--- src/rtl/fetch_buffer.sv ---
// Instruction prefetch stage: issues single outstanding requests to the
// instruction TIM and queues returned words with their PCs for decode.
// Handles redirects and fence.i, including the TIM invalidate sweep.

package fetch_buffer_pkg;

  typedef struct packed {
    logic        mem_valid;
    logic        mem_instr;
    logic        mem_fence;
    logic [31:0] mem_addr;
    logic [31:0] mem_wdata;
    logic [3:0]  mem_wstrb;
  } mem_in_type;

  typedef struct packed {
    logic        mem_ready;
    logic [31:0] mem_rdata;
  } mem_out_type;

endpackage

module fetch_buffer
  import fetch_buffer_pkg::*;
#(
  parameter int unsigned buffer_depth = 4,
  parameter logic [31:0] start_addr   = 32'h0,
  parameter int unsigned itim_depth   = 64,
  parameter int unsigned fence_cycles = itim_depth + 2
) (
  input  logic        clock,
  input  logic        reset,
  input  logic        jump_valid,
  input  logic [31:0] jump_addr,
  input  logic        fence_valid,
  input  logic        instr_ready,
  output logic        instr_valid,
  output logic [31:0] instr_pc,
  output logic [31:0] instr_data,
  output mem_in_type  itim_in,
  input  mem_out_type itim_out
);

  localparam int unsigned PW = $clog2(buffer_depth);
  localparam int unsigned CW = $clog2(buffer_depth + 1);
  localparam int unsigned FW = $clog2(fence_cycles + 1);

  typedef enum logic [1:0] {
    RUN,
    FENCE_DRAIN,
    FENCE_WAIT
  } state_t;

  state_t          state, state_n;
  logic [31:0]     pc, pc_n;
  logic [31:0]     req_pc, req_pc_n;
  logic            pending, pending_n;
  logic            drop, drop_n;
  logic [FW-1:0]   fcnt, fcnt_n;
  logic [PW-1:0]   wptr, wptr_n;
  logic [PW-1:0]   rptr, rptr_n;
  logic [CW-1:0]   count, count_n;
  logic            mem_valid_q, mem_fence_q;
  logic [31:0]     mem_addr_q;

  logic            resp, pop, push, flush, fence_take;
  logic            issue, issue_fence;

  logic [31:0]     buf_pc   [buffer_depth];
  logic [31:0]     buf_data [buffer_depth];

  // Next-state, FIFO pointer and issue decisions for the whole stage.
  always_comb begin
    state_n     = state;
    pc_n        = pc;
    req_pc_n    = req_pc;
    pending_n   = pending;
    drop_n      = drop;
    fcnt_n      = fcnt;
    wptr_n      = wptr;
    rptr_n      = rptr;
    count_n     = count;
    issue       = 1'b0;
    issue_fence = 1'b0;

    resp       = pending && itim_out.mem_ready;
    pop        = instr_valid && instr_ready;
    fence_take = (state == RUN) && fence_valid;
    flush      = jump_valid || fence_take;
    push       = resp && !drop && !flush && (state == RUN);

    if (resp) begin
      pending_n = 1'b0;
      drop_n    = 1'b0;
    end

    // A flush with a request still in flight marks its late response for discard.
    if (flush) begin
      wptr_n  = '0;
      rptr_n  = '0;
      count_n = '0;
      if (pending && !itim_out.mem_ready) drop_n = 1'b1;
    end else begin
      if (push) wptr_n = wptr + 1'b1;
      if (pop)  rptr_n = rptr + 1'b1;
      if (push && !pop)      count_n = count + 1'b1;
      else if (!push && pop) count_n = count - 1'b1;
    end

    if (jump_valid) pc_n = jump_addr;

    // Issue gates on the post-push/pop occupancy so the response always has a slot.
    case (state)
      RUN: begin
        if (fence_take) begin
          state_n = FENCE_DRAIN;
        end else if (!jump_valid && (!pending || itim_out.mem_ready) &&
                     (count_n < CW'(buffer_depth))) begin
          issue     = 1'b1;
          pending_n = 1'b1;
          req_pc_n  = pc;
          pc_n      = pc + 32'd4;
        end
      end
      FENCE_DRAIN: begin
        if (!jump_valid && !pending) begin
          issue       = 1'b1;
          issue_fence = 1'b1;
          fcnt_n      = FW'(fence_cycles);
          state_n     = FENCE_WAIT;
        end
      end
      FENCE_WAIT: begin
        fcnt_n = fcnt - 1'b1;
        if (fcnt == FW'(1)) state_n = RUN;
      end
      default: state_n = RUN;
    endcase
  end

  // State register.
  always_ff @(posedge clock) begin
    if (!reset) state <= RUN;
    else        state <= state_n;
  end

  // Control and request registers; request fields are zero when not valid.
  always_ff @(posedge clock) begin
    if (!reset) begin
      pc          <= start_addr;
      req_pc      <= '0;
      pending     <= 1'b0;
      drop        <= 1'b0;
      fcnt        <= '0;
      wptr        <= '0;
      rptr        <= '0;
      count       <= '0;
      mem_valid_q <= 1'b0;
      mem_fence_q <= 1'b0;
      mem_addr_q  <= '0;
    end else begin
      pc          <= pc_n;
      req_pc      <= req_pc_n;
      pending     <= pending_n;
      drop        <= drop_n;
      fcnt        <= fcnt_n;
      wptr        <= wptr_n;
      rptr        <= rptr_n;
      count       <= count_n;
      mem_valid_q <= issue;
      mem_fence_q <= issue_fence;
      mem_addr_q  <= issue ? pc : '0;
    end
  end

  // FIFO storage; contents are only observable through a non-empty head.
  always_ff @(posedge clock) begin
    if (reset && push) begin
      buf_pc[wptr]   <= req_pc;
      buf_data[wptr] <= itim_out.mem_rdata;
    end
  end

  // Decode-side outputs, forced to zero while the FIFO is empty.
  always_comb begin
    instr_valid = (count != '0);
    instr_pc    = instr_valid ? buf_pc[rptr]   : '0;
    instr_data  = instr_valid ? buf_data[rptr] : '0;
  end

  // TIM request bundle.
  always_comb begin
    itim_in           = '0;
    itim_in.mem_valid = mem_valid_q;
    itim_in.mem_instr = 1'b1;
    itim_in.mem_fence = mem_fence_q;
    itim_in.mem_addr  = mem_addr_q;
    itim_in.mem_wdata = '0;
    itim_in.mem_wstrb = '0;
  end

endmodule

--- config.mk ---
export PLATFORM = sky130hd
export DESIGN_NAME = fetch_buffer
export DESIGN_NICKNAME = d
export VERILOG_FILES = /design/src/rtl/fetch_buffer.sv
export SDC_FILE = /design/constraint.sdc
export NUM_CORES = 1
export LEC_CHECK = 0
export BUFFER_PORTS_ARGS = -buffer_cell sky130_fd_sc_hd__buf_2
export CORE_MARGIN = 10
export CORE_UTILIZATION = 51
export CTS_CLUSTER_DIAMETER = 40
export CTS_CLUSTER_SIZE = 30
export DETAILED_ROUTE_END_ITERATION = 10
export PLACE_DENSITY_LB_ADDON = 0.15
export REMOVE_ABC_BUFFERS = 1
export SYNTH_ARGS = -nofsm -noshare
export SYNTH_HDL_FRONTEND = slang
export SYNTH_SLANG_ARGS = --single-unit
--- constraint.sdc ---
create_clock -name clock -period 7.6 [get_ports clock]
set_clock_uncertainty 0.2 [all_clocks]
set_input_delay 0.38 -clock clock [delete_from_list [all_inputs] [get_ports clock]]
set_output_delay 0.38 -clock clock [all_outputs]
set_load 0.01 [all_outputs]
# [Word level (Yosys, flattened, before mapping)]
# Memories as Yosys holds them, arrays and structs flattened. A register that Yosys moved wholly into a read port is not among the register bits.
# Cells that the tools add are included.
[op_classes] n_addsub=6 order_cmp=1 n_eq_ne=6 mux=32 bitwise=2 n_reduce_logical=31
[ops] cell="two-way mux 32 bit" n=6
[ops] cell="adder 32 x 3 -> 32 bit (second input constant)" n=1
[ops] cell="two-way mux 2 bit" n=7
[ops] cell="one-hot mux 7 bit (2 select lines)" n=1
[ops] cell="logical AND 1 bit" n=13
[ops] cell="two-way mux 1 bit" n=12
[ops] cell="two-way mux 3 bit" n=3
[ops] cell="equality test 7 x 1 -> 1 bit (second input constant)" n=1
[ops] cell="zero test 1 bit" n=7
[ops] cell="two-way mux 7 bit" n=1
[ops] cell="subtractor 7 x 1 -> 7 bit (second input constant)" n=1
[ops] cell="inequality test 2 bit (second input constant)" n=3
[ops] cell="one-hot mux 2 bit (3 select lines)" n=1
[ops] cell="AND reduction 2 bit" n=3
[ops] cell="AND reduction 3 bit" n=2
[ops] cell="adder 2 x 1 -> 2 bit (second input constant)" n=2
[ops] cell="adder 3 x 1 -> 3 bit (second input constant)" n=1
[ops] cell="< comparator 3 bit (second input constant)" n=1
[ops] cell="nonzero test 3 bit" n=1
[ops] cell="subtractor 3 x 1 -> 3 bit (second input constant)" n=1
[ops] cell="equality test 2 x 1 -> 1 bit (second input constant)" n=1
[ops] cell="equality test 2 bit (second input constant)" n=1
[ops] cell="zero test 2 bit" n=1
[ops] cell="logical OR 1 bit" n=2
[ops] cell="other kinds (4)" n=5
[word_totals] register_bits=116 mem_bits_rw=256 in_bits=70 wordCells=92 n_memories=2
[mem_list] name="buf_data" depth=4 width=32 read_ports=1 rd_ports_with_merged_regs=1 write_ports=1 line_no="70" rtl="logic [31:0] buf_data [buffer_depth];"
[mem_list] name="buf_pc" depth=4 width=32 read_ports=1 rd_ports_with_merged_regs=1 write_ports=1 line_no="69" rtl="logic [31:0] buf_pc [buffer_depth];"

# [Logic depth before layout (Yosys ltp)]
# Gate-level depths: netlist of the first run.
[depth] depth_word=17 mapped_depth=14

# [Worst setup path after synthesis of the first run]
# OpenSTA, ideal clock, no wires.
[synth_path] path_type="reg2reg" start="register state[0]" end="memory buf_data[0][0] (enable)" setup_time_ns=0.429 arrival_time_ns=2.708 required_ns=6.971 path_slack_ns=4.263 path_stages_with_launch=4 n_path_buf=0 path_cell_list="dfxtp_1 -> nor4_1 -> and3_1 -> and2_1"
[synth_via] elab_chain_cells=9
[synth_rtl] element="start, declared" line_no="54" rtl="state_t state, state_n;"
[synth_rtl] element="start signal, assigned" line_no="144" rtl="else state <= state_n;"
[synth_rtl] element="zero test 2 bit *" line_no="88, 90"
[synth_rtl] element="logical AND 1 bit" line_no="88" rtl="fence_take = (state == RUN) && fence_valid;"
[synth_rtl] element="logical OR 1 bit" line_no="89" rtl="flush = jump_valid || fence_take;"
[synth_rtl] element="zero test 1 bit" line_no="90" rtl="push = resp && !drop && !flush && (state == RUN);"
[synth_rtl] element="logical AND 1 bit" line_no="90"
[synth_rtl] element="logical AND 1 bit *" line_no="90"
[synth_rtl] element="logical AND 1 bit *" line_no="178" rtl="if (reset && push) begin"
[synth_rtl] element="two-way mux 1 bit *" line_no="178"
[synth_rtl] element="two-way mux 1 bit (not written as such) *" line_no="180" rtl="buf_data[wptr] <= itim_out.mem_rdata;"
[synth_rtl] element="end, declared" line_no="70"
# Mark *: on every way between the ends. The rest lies on a longest branch, timed or not.

# [Worst setup path after layout of the first run]
[layout_path] start="input port itim_out[32] (netlist name)" end="register mem_addr_q[14]"
[layout_via] elab_chain_cells=15
[layout_rtl] element="start, declared" line_no="41" rtl="input mem_out_type itim_out"
[layout_rtl] element="logical AND 1 bit *" line_no="86" rtl="resp = pending && itim_out.mem_ready;"
[layout_rtl] element="logical AND 1 bit * (3 in a row)" line_no="90"
[layout_rtl] element="net push" line_no="66" rtl="logic resp, pop, push, flush, fence_take;"
[layout_rtl] element="zero test 1 bit" line_no="107" rtl="else if (!push && pop) count_n = count - 1'b1;"
[layout_rtl] element="logical AND 1 bit" line_no="107"
[layout_rtl] element="two-way mux 3 bit" line_no="107"
[layout_rtl] element="two-way mux 3 bit *" line_no="106" rtl="if (push && !pop) count_n = count + 1'b1;"
[layout_rtl] element="two-way mux 3 bit *" line_no="98" rtl="if (flush) begin"
[layout_rtl] element="< comparator 3 bit *" line_no="118" rtl="(count_n < CW'(buffer_depth))) begin"
[layout_rtl] element="logical AND 1 bit *" line_no="117" rtl="end else if (!jump_valid && (!pending || itim_out.mem_ready) &&"
[layout_rtl] element="two-way mux 1 bit *" line_no="117"
[layout_rtl] element="two-way mux 1 bit *" line_no="115" rtl="if (fence_take) begin"
[layout_rtl] element="one-hot mux 1 bit (2 select lines) *" line_no="113" rtl="case (state)"
[layout_rtl] element="AND reduction 2 bit (no source line) *"
[layout_rtl] element="end signal, assigned" line_no="172" rtl="mem_addr_q <= issue ? pc : '0;"
[layout_rtl] element="end, declared" line_no="64" rtl="logic [31:0] mem_addr_q;"
# Mark *: on every way through the listed nets, which the timed path passes. The rest lies on a longest branch.
# A chain may end at the register's enable or synchronous reset.

==> run_summary.xml, run 1 <==
<?xml version="1.0" encoding="UTF-8"?>
<metrics>
  <group name="power_and_ir_drop">
    <metric name="ir_drop" unit="mV">0.197</metric>
    <metric name="total_leakage_power" unit="uW">0.00623</metric>
    <metric name="power_density" unit="nW/um^2">248</metric>
  </group>
  <group name="routing">
    <metric name="wl_per_cell" unit="um">19.8</metric>
    <metric name="dr.first_iter.drc_count" unit="">598</metric>
    <metric name="detailed_routing_iteration_count_for_the_pre_antenna_repair_pass" unit="">4</metric>
    <metric name="antenna_violating_nets_post_route" unit="">0</metric>
    <metric name="viasPerCell" unit="">5.38</metric>
    <metric name="detailroute.via_count" unit="">8902</metric>
    <metric name="dr_drc_count" unit="">0</metric>
    <metric name="wirelength" unit="mm">32.7</metric>
  </group>
  <group name="worst_setup_path">
    <metric name="worst-endpoint-arrival" unit="ns">4.34</metric>
    <metric name="crit_path_max_fanout" unit="">49</metric>
    <metric name="crit_path_frequent_cell" unit="">nand2_1</metric>
    <metric name="critical_path_class" unit="">in -&gt; reg</metric>
    <metric name="worst_path_max_delay_cell" unit="">a21oi_2</metric>
    <metric name="worstPathRequired" unit="ns">7.86</metric>
    <metric name="timing.critical_path.cells" unit="">dlygate4sd3_1, buf_2, nand2_1, nor4_1, nand2_1, inv_1, ha_1, and3_1, a211oi_2, buf_4, or2_4, a21oi_2, and2_1</metric>
    <metric name="reg2reg_setup_slack" unit="ns">3.59</metric>
    <metric name="cp-end-kind" unit="">flip-flop</metric>
    <metric name="r2r_cells" unit="">10</metric>
    <metric name="r2r_start" unit="">state[0]</metric>
    <metric name="reg2reg_to" unit="">mem_addr_q[14]</metric>
    <metric name="slowest_delay" unit="ns">1.04</metric>
    <metric name="crit_path_start_kind" unit="">input port</metric>
  </group>
  <group name="cts">
    <metric name="cts_inserted_buffers" unit="">42</metric>
    <metric name="cts_max_path_buffers" unit="">3</metric>
    <metric name="cts_tree" unit="">yes</metric>
    <metric name="tritoncts_num_sinks" unit="">374</metric>
    <metric name="number_of_setup_buffers_added_after_cts" unit="">0</metric>
    <metric name="cts.hold.buffers_added" unit="">53</metric>
    <metric name="cts.htree.levels" unit="">2</metric>
    <metric name="cts_resized" unit="">0</metric>
    <metric name="cts.root.buffer_cell" unit="">clkbuf_16</metric>
    <metric name="clk_pin_slew" unit="ns">0.07</metric>
    <metric name="clk-insertion-delay-late" unit="ns">0.52</metric>
  </group>
  <group name="sta">
    <metric name="tightest_slew" unit="ns">1.26</metric>
    <metric name="clock.fmax" unit="MHz">245</metric>
    <metric name="rsz0062_at_grt" unit="">no</metric>
    <metric name="timing.final.crit_period" unit="ns">4.08</metric>
    <metric name="slew-limit-headroom" unit="">0.161</metric>
    <metric name="worst_hold_slack" unit="ns">0.0266</metric>
    <metric name="final.period_utilization" unit="">0.537</metric>
    <metric name="hold_viol" unit="">0</metric>
    <metric name="slew_violations" unit="">0</metric>
    <metric name="timing.final.setup_violations" unit="">0</metric>
    <metric name="timing.setup.tns" unit="ns">0</metric>
  </group>
  <group name="cells_and_area">
    <metric name="layout.nets" unit="">1321</metric>
    <metric name="diodes" unit="">0</metric>
    <metric name="area_delta_synth_final" unit="%">20.3</metric>
    <metric name="fillCellCount" unit="">2195</metric>
    <metric name="utilization_of_the_core_after_routing" unit="">0.622</metric>
    <metric name="final_layout_size_suffix_gt1_frac" unit="">0.262</metric>
  </group>
  <group name="yosys">
    <metric name="synthesis.area_per_instance" unit="um^2">14.5</metric>
    <metric name="ffs_w_async_s_r_synth" unit="">0</metric>
    <metric name="synth-edff-count" unit="">256</metric>
    <metric name="yosys_warning_count" unit="">0</metric>
    <metric name="synth.ff_latch_count" unit="">374</metric>
    <metric name="synthCells" unit="">1026</metric>
    <metric name="synth_area" unit="um^2">14800</metric>
    <metric name="synth_top_flop_cell" unit="">edfxtp_1</metric>
    <metric name="yosysUniqueCellTypes" unit="">58</metric>
    <metric name="synth-seq-area-share" unit="">0.677</metric>
  </group>
  <group name="floorplanning">
    <metric name="horiz_die_dim" unit="um">191</metric>
    <metric name="die_y" unit="um">191</metric>
    <metric name="initial_core_util" unit="">0.517</metric>
    <metric name="number_of_top_level_pins" unit="">206</metric>
    <metric name="core_area" unit="um^2">28700</metric>
    <metric name="fp_rows" unit="">62</metric>
    <metric name="fp.dieArea" unit="um^2">36300</metric>
  </group>
  <group name="min_path">
    <metric name="timing.hold.worst_endpoint" unit="">pc[5]</metric>
    <metric name="hold_class" unit="">in -&gt; reg</metric>
    <metric name="timing.hold.worst_path_depth" unit="">5</metric>
    <metric name="hold_path_startpoint" unit="">jump_addr[5]</metric>
  </group>
  <group name="place">
    <metric name="replace_congestion" unit="">0.807</metric>
    <metric name="io_buffers" unit="">168</metric>
    <metric name="place.detailed.hpwl" unit="mm">19.9</metric>
  </group>
  <group name="global_route">
    <metric name="grt_first_pass_wirelength" unit="mm">51.8</metric>
    <metric name="overflow" unit="">0</metric>
    <metric name="number_of_antenna_violations_at_the_first_check_in_global_routing" unit="">0</metric>
    <metric name="pin_count_of_the_biggest_net_entering_global_routing" unit="">66</metric>
    <metric name="first_global_vias" unit="">9179</metric>
    <metric name="grt_usage" unit="">0.179</metric>
  </group>
  <group name="job">
    <metric name="max-cap-violations" unit="">0</metric>
  </group>
  <group name="status">
    <metric name="outcome" unit="">finished, final reports clean</metric>
  </group>
</metrics>
[placed cells by master (no fill, tap or decap), types with 5 or more instances in the layout]
master / n
nand4_1: 6
nand2_1: 120
mux4_2: 64
buf_4: 8
nor2_1: 25
clkinv_4: 7
buf_2: 168
edfxtp_1: 256
nor3_1: 7
o41ai_1: 7
nand3_1: 18
a311oi_1: 6
or4_1: 5
o311ai_0: 5
inv_1: 17
a21oi_1: 59
inv_6: 7
clkbuf_16: 44
inv_8: 5
o21ai_0: 12
and3_1: 12
dlygate4sd3_1: 53
ha_1: 12
dfxtp_1: 116
a31oi_1: 7
conb_1: 37
and2_1: 101
[cells by family (layout without fill, tap and decap cells)]
kind of cell,after synthesis,count (layout),synth area share
compound gates,128,128,0.0560
flops,374,374,0.677
other cells,2,37,0.000506
xor+xnor,4,4,0.00236
fa+ha+maj,12,12,0.0101
buf+inv,113,324,0.0402
simple gates,325,325,0.114
mux,68,68,0.0998
[per-layer routing]
metal	track usage	up-vias	wire, um
met3	0.0384	43	2000
li1	-	4187	-
met4	0.0482	0	654
met1	0.239	4403	14200
met2	0.293	269	15900
met5	0	-	0
[registers in the layout, summed over array words and instances (netlist names), named ones only]
register and count:
buf_data 128, buf_pc 128, count 3, drop 1, fcnt 7, mem_addr_q 32
mem_fence_q 1, mem_valid_q 1, pc 32, pending 1, req_pc 32, rptr 2
state 2, wptr 2
[worst max-delay path by stage]
| stage | startpoint | end | depth (start not counted) |
|---|---|---|---|
| 2_1_floorplan | count[0] | pc[25] | 10 |
| 3_3_place_gp | jump_valid | mem_addr_q[30] | 11 |
| 3_5_place_dp | jump_valid | mem_addr_q[14] | 11 |
| 4_1_cts | itim_out[32] | mem_addr_q[29] | 13 |
| 5_1_grt | itim_out[32] | mem_addr_q[29] | 13 |
| 6_report | itim_out[32] | mem_addr_q[14] | 13 |
[synth_stat cells (all sizes together), types with 5 or more instances]
| cell | number | area share |
|---|---|---|
| edfxtp | 256 | 0.52 |
| nand2 | 120 | 0.030 |
| dfxtp | 118 | 0.16 |
| and2 | 105 | 0.044 |
| mux4 | 64 | 0.097 |
| a21oi | 60 | 0.020 |
| buf | 52 | 0.025 |
| clkbuf | 43 | 0.011 |
| nor2 | 26 | 0.0066 |
| inv | 18 | 0.0046 |
| nand3 | 18 | 0.0061 |
| and3 | 12 | 0.0051 |
| ha | 12 | 0.010 |
| o21ai | 12 | 0.0040 |
| nor3 | 8 | 0.0035 |
| a31oi | 7 | 0.0029 |
| o41ai | 7 | 0.0041 |
| a311oi | 6 | 0.0035 |
| nand4 | 6 | 0.0025 |
| a211oi | 5 | 0.0029 |
| o311ai | 5 | 0.0029 |
| or4 | 5 | 0.0025 |
[where the power goes]
group | total [uW] | internal [uW] | leakage (uW) | switching, uW
Sequential | 2220 | 2190 | 0.00308 | 28.2
Combinational | 158 | 64.6 | 0.00244 | 93.1
Clock | 2060 | 1200 | 0.000714 | 861
Total | 4440 | 3450 | 0.00623 | 982
[metrics by stage]
stage,std cells,total power [uW],area (um^2),setup WS (ns)
after floorplan,966,2330,14400,2.98
after global placement,1526,2390,15900,3.39
after detailed placement,1526,2400,15900,3.29
after CTS,1656,4470,17900,3.47
after global routing,1656,4590,17900,3.12
final,1656,4440,17900,3.52
[critical path: cells and delay by family]
family	cells	cell delay, ns
compound gates	2	1.09
fa+ha+maj	1	0.25
buf+inv	4	0.92
simple gates	6	1.68
[area by class of cell]
cell class	count	area, um^2	area share
Sequential cell	374	10100	0.563
Inverter	18	67.6	0.00378
Clock inverter	33	365	0.0205
Multi-Input combinational cell	574	4350	0.244
Timing Repair Buffer	229	1430	0.0802
Tap cell	384	480	0.0269
Clock buffer	44	1100	0.0617
No activity file was read; power rests on OpenSTA's default activity.
==> run 2: changes to the inputs <==
==> constraint.sdc (replaced) <==
create_clock -name clock -period 3.6 [get_ports clock]
set_clock_uncertainty 0.2 [all_clocks]
set_input_delay 0.18 -clock clock [delete_from_list [all_inputs] [get_ports clock]]
set_output_delay 0.18 -clock clock [all_outputs]
set_load 0.01 [all_outputs]
==> run 2 against run 1 <==
Against the previous run: sequential power grew 110%; worst setup slack lost 3.1 ns; largest power group unchanged; power grew 110%; hold slack gained 0.18 ns; global-route usage grew 0.45 points; via count grew 1.8%; final area grew 2.2%; critical endpoint is now pc[14].
==> run_summary.xml, run 2 (same netlist as run 1, synthesis figures left out) <==
<?xml version="1.0" encoding="UTF-8"?>
<metrics>
  <group name="worst_setup_path">
    <metric name="crit_path_frequent_cell" unit="">buf_4</metric>
    <metric name="worst_path_max_delay_cell" unit="">dfxtp_1</metric>
    <metric name="crit_path_start_kind" unit="">flip-flop</metric>
    <metric name="r2r_cells" unit="">12</metric>
    <metric name="crit_path_max_fanout" unit="">28</metric>
    <metric name="worst-endpoint-arrival" unit="ns">3.44</metric>
    <metric name="worst_path_buf_inv" unit="">3</metric>
    <metric name="timing.critical_path.cells" unit="">nor2_1, a21oi_1, nand2_1, inv_1, ha_1, and4b_1, a211oi_2, or2_4, buf_4, buf_4, o41ai_1, o21bai_1</metric>
    <metric name="slowest_delay" unit="ns">0.42</metric>
    <metric name="crit_family" unit="">compound AO/OA/AOI/OAI gates</metric>
    <metric name="critical_path_class" unit="">reg -&gt; reg</metric>
    <metric name="reg2reg_to" unit="">pc[14]</metric>
    <metric name="r2r_start" unit="">state[0]</metric>
    <metric name="worstPathRequired" unit="ns">3.81</metric>
    <metric name="reg2reg_setup_slack" unit="ns">0.38</metric>
    <metric name="cp-end-kind" unit="">flip-flop</metric>
  </group>
  <group name="min_path">
    <metric name="hold_path_startpoint" unit="">itim_out[25]</metric>
    <metric name="timing.hold.worst_path_depth" unit="">2</metric>
    <metric name="timing.hold.worst_endpoint" unit="">buf_data[0][25]</metric>
    <metric name="hold_class" unit="">in -&gt; reg</metric>
  </group>
  <group name="floorplanning">
    <metric name="initial_core_util" unit="">0.517</metric>
    <metric name="fp.dieArea" unit="um^2">36300</metric>
    <metric name="die_y" unit="um">191</metric>
    <metric name="core_area" unit="um^2">28700</metric>
    <metric name="number_of_top_level_pins" unit="">206</metric>
    <metric name="fp_rows" unit="">62</metric>
    <metric name="horiz_die_dim" unit="um">191</metric>
  </group>
  <group name="place">
    <metric name="pre_cts_slack" unit="ns">0.381</metric>
    <metric name="replace_congestion" unit="">0.833</metric>
    <metric name="dpl-instance-area" unit="um^2">16000</metric>
    <metric name="place.detailed.hpwl" unit="mm">20.8</metric>
    <metric name="io_buffers" unit="">168</metric>
    <metric name="placed_cell_count" unit="">1537</metric>
  </group>
  <group name="cts">
    <metric name="cts_max_path_buffers" unit="">3</metric>
    <metric name="clk_pin_slew" unit="ns">0.06</metric>
    <metric name="cts_inserted_buffers" unit="">44</metric>
    <metric name="clk-insertion-delay-late" unit="ns">0.53</metric>
    <metric name="cts.htree.levels" unit="">2</metric>
    <metric name="cts.root.buffer_cell" unit="">clkbuf_16</metric>
    <metric name="cts_tree" unit="">yes</metric>
    <metric name="tritoncts_num_sinks" unit="">374</metric>
  </group>
  <group name="sta">
    <metric name="final.period_utilization" unit="">0.895</metric>
    <metric name="setup_slack" unit="ns">0.377</metric>
    <metric name="timing.final.crit_period" unit="ns">3.22</metric>
    <metric name="timing.final.setup_violations" unit="">0</metric>
    <metric name="clock.fmax" unit="MHz">310</metric>
    <metric name="rsz0062_at_grt" unit="">no</metric>
    <metric name="slew-limit-headroom" unit="">0.328</metric>
    <metric name="tightest_slew" unit="ns">1.01</metric>
    <metric name="slew_violations" unit="">0</metric>
    <metric name="hold_viol" unit="">0</metric>
  </group>
  <group name="routing">
    <metric name="antenna_violating_nets_post_route" unit="">0</metric>
    <metric name="detailroute.via_count" unit="">9058</metric>
    <metric name="wirelength" unit="mm">33.9</metric>
    <metric name="wl_per_cell" unit="um">20.0</metric>
    <metric name="dr_drc_count" unit="">0</metric>
    <metric name="dr.first_iter.drc_count" unit="">567</metric>
    <metric name="viasPerCell" unit="">5.34</metric>
    <metric name="detailed_routing_iteration_count_for_the_pre_antenna_repair_pass" unit="">5</metric>
  </group>
  <group name="cells_and_area">
    <metric name="finish.cell_count_without_fillers" unit="">1695</metric>
    <metric name="final_cell_mix" unit="">256 x edfxtp_1, 168 x buf_2, 120 x nand2_1</metric>
    <metric name="area_delta_synth_final" unit="%">23.0</metric>
    <metric name="biggestRegsByFlops" unit="">buf_data: 128 flops, buf_pc: 128 flops</metric>
    <metric name="layout.nets" unit="">1357</metric>
    <metric name="area.sequential" unit="um^2">10100</metric>
    <metric name="final_cell_area" unit="um^2">18300</metric>
    <metric name="area_taken_by_multi_input_logic_gates" unit="um^2">4350</metric>
    <metric name="utilization_of_the_core_after_routing" unit="">0.636</metric>
    <metric name="diodes" unit="">0</metric>
    <metric name="final_layout_size_suffix_gt1_frac" unit="">0.262</metric>
    <metric name="layout.cells.most_common" unit="">edfxtp_1</metric>
    <metric name="fillCellCount" unit="">2107</metric>
  </group>
  <group name="power_and_ir_drop">
    <metric name="total_leakage_power" unit="uW">0.00639</metric>
    <metric name="design_power_total" unit="uW">9440</metric>
    <metric name="ir_drop" unit="mV">0.309</metric>
    <metric name="power_density" unit="nW/um^2">517</metric>
  </group>
  <group name="global_route">
    <metric name="grt_usage" unit="">0.184</metric>
    <metric name="grt_first_pass_wirelength" unit="mm">52.9</metric>
    <metric name="number_of_antenna_violations_at_the_first_check_in_global_routing" unit="">0</metric>
    <metric name="pin_count_of_the_biggest_net_entering_global_routing" unit="">66</metric>
    <metric name="first_global_vias" unit="">9483</metric>
    <metric name="overflow" unit="">0</metric>
  </group>
  <group name="status">
    <metric name="outcome" unit="">finished, final reports clean</metric>
  </group>
  <group name="job">
    <metric name="max-cap-violations" unit="">0</metric>
  </group>
</metrics>
[run 2: cell types whose count changed in the layout (fill, tap and decap cells not counted), moves of 2 or more]
cell	previous run	this run
buf_4	8	13
clkbuf_1	0	6
buf_12	0	6
inv_8	5	2
dlygate4sd3_1	53	76
clkinv_8	3	1
[run 2: repair_timing]
action                                 4_1_cts  5_1_grt
hold buffers                                76        0
endpoints found under the hold margin      172        0
buffers inserted                             0        0
gates resized for setup                      0        0
[run 2: worst max path at each step]
| stage | startpoint | endpoint | slack, ns | depth (start not counted) |
|---|---|---|---|---|
| finish | state[0] | pc[14] | 0.38 | 12 |
| global route | state[0] | pc[14] | 0.07 | 12 |
| CTS | state[0] | pc[14] | 0.36 | 12 |
| detailed placement | state[0] | pc[14] | 0.38 | 12 |
| global placement | state[0] | pc[14] | 0.46 | 12 |
| floorplan | count[0] | pc[25] | -1.02 | 10 |
[run 2: layer usage]
layer | vias up | part of all wire | global-route usage
met5 | - | 0 | 0
met4 | 0 | 0.017 | 0.0454
met3 | 45 | 0.066 | 0.0395
met2 | 292 | 0.48 | 0.299
met1 | 4451 | 0.44 | 0.247
li1 | 4270 | - | -
[run 2: power breakdown]
group / total [uW] / leakage (uW) / internal [uW] / switching, uW
sequential: 4680 / 0.00308 / 4620 / 58.8
clock: 4390 / 0.000713 / 2590 / 1800
combinational: 364 / 0.00260 / 158 / 205
total: 9440 / 0.00639 / 7380 / 2060
[run 2: area by class of cell]
type,count,share of cell area
clock buffer,52,0.0637
clock inverter,30,0.0174
multi-input combinational,574,0.238
inverter,18,0.00370
tap,384,0.0263
timing repair buffer,263,0.0996
sequential,374,0.551
[run 2: per-stage QoR]
step,hold WS [ns],setup TNS [ns]
3_5_place_dp,0.201,0
6_report,0.206,0
2_1_floorplan,0.0789,-73.34
3_3_place_gp,0.195,0
4_1_cts,0.184,0
5_1_grt,0.208,0
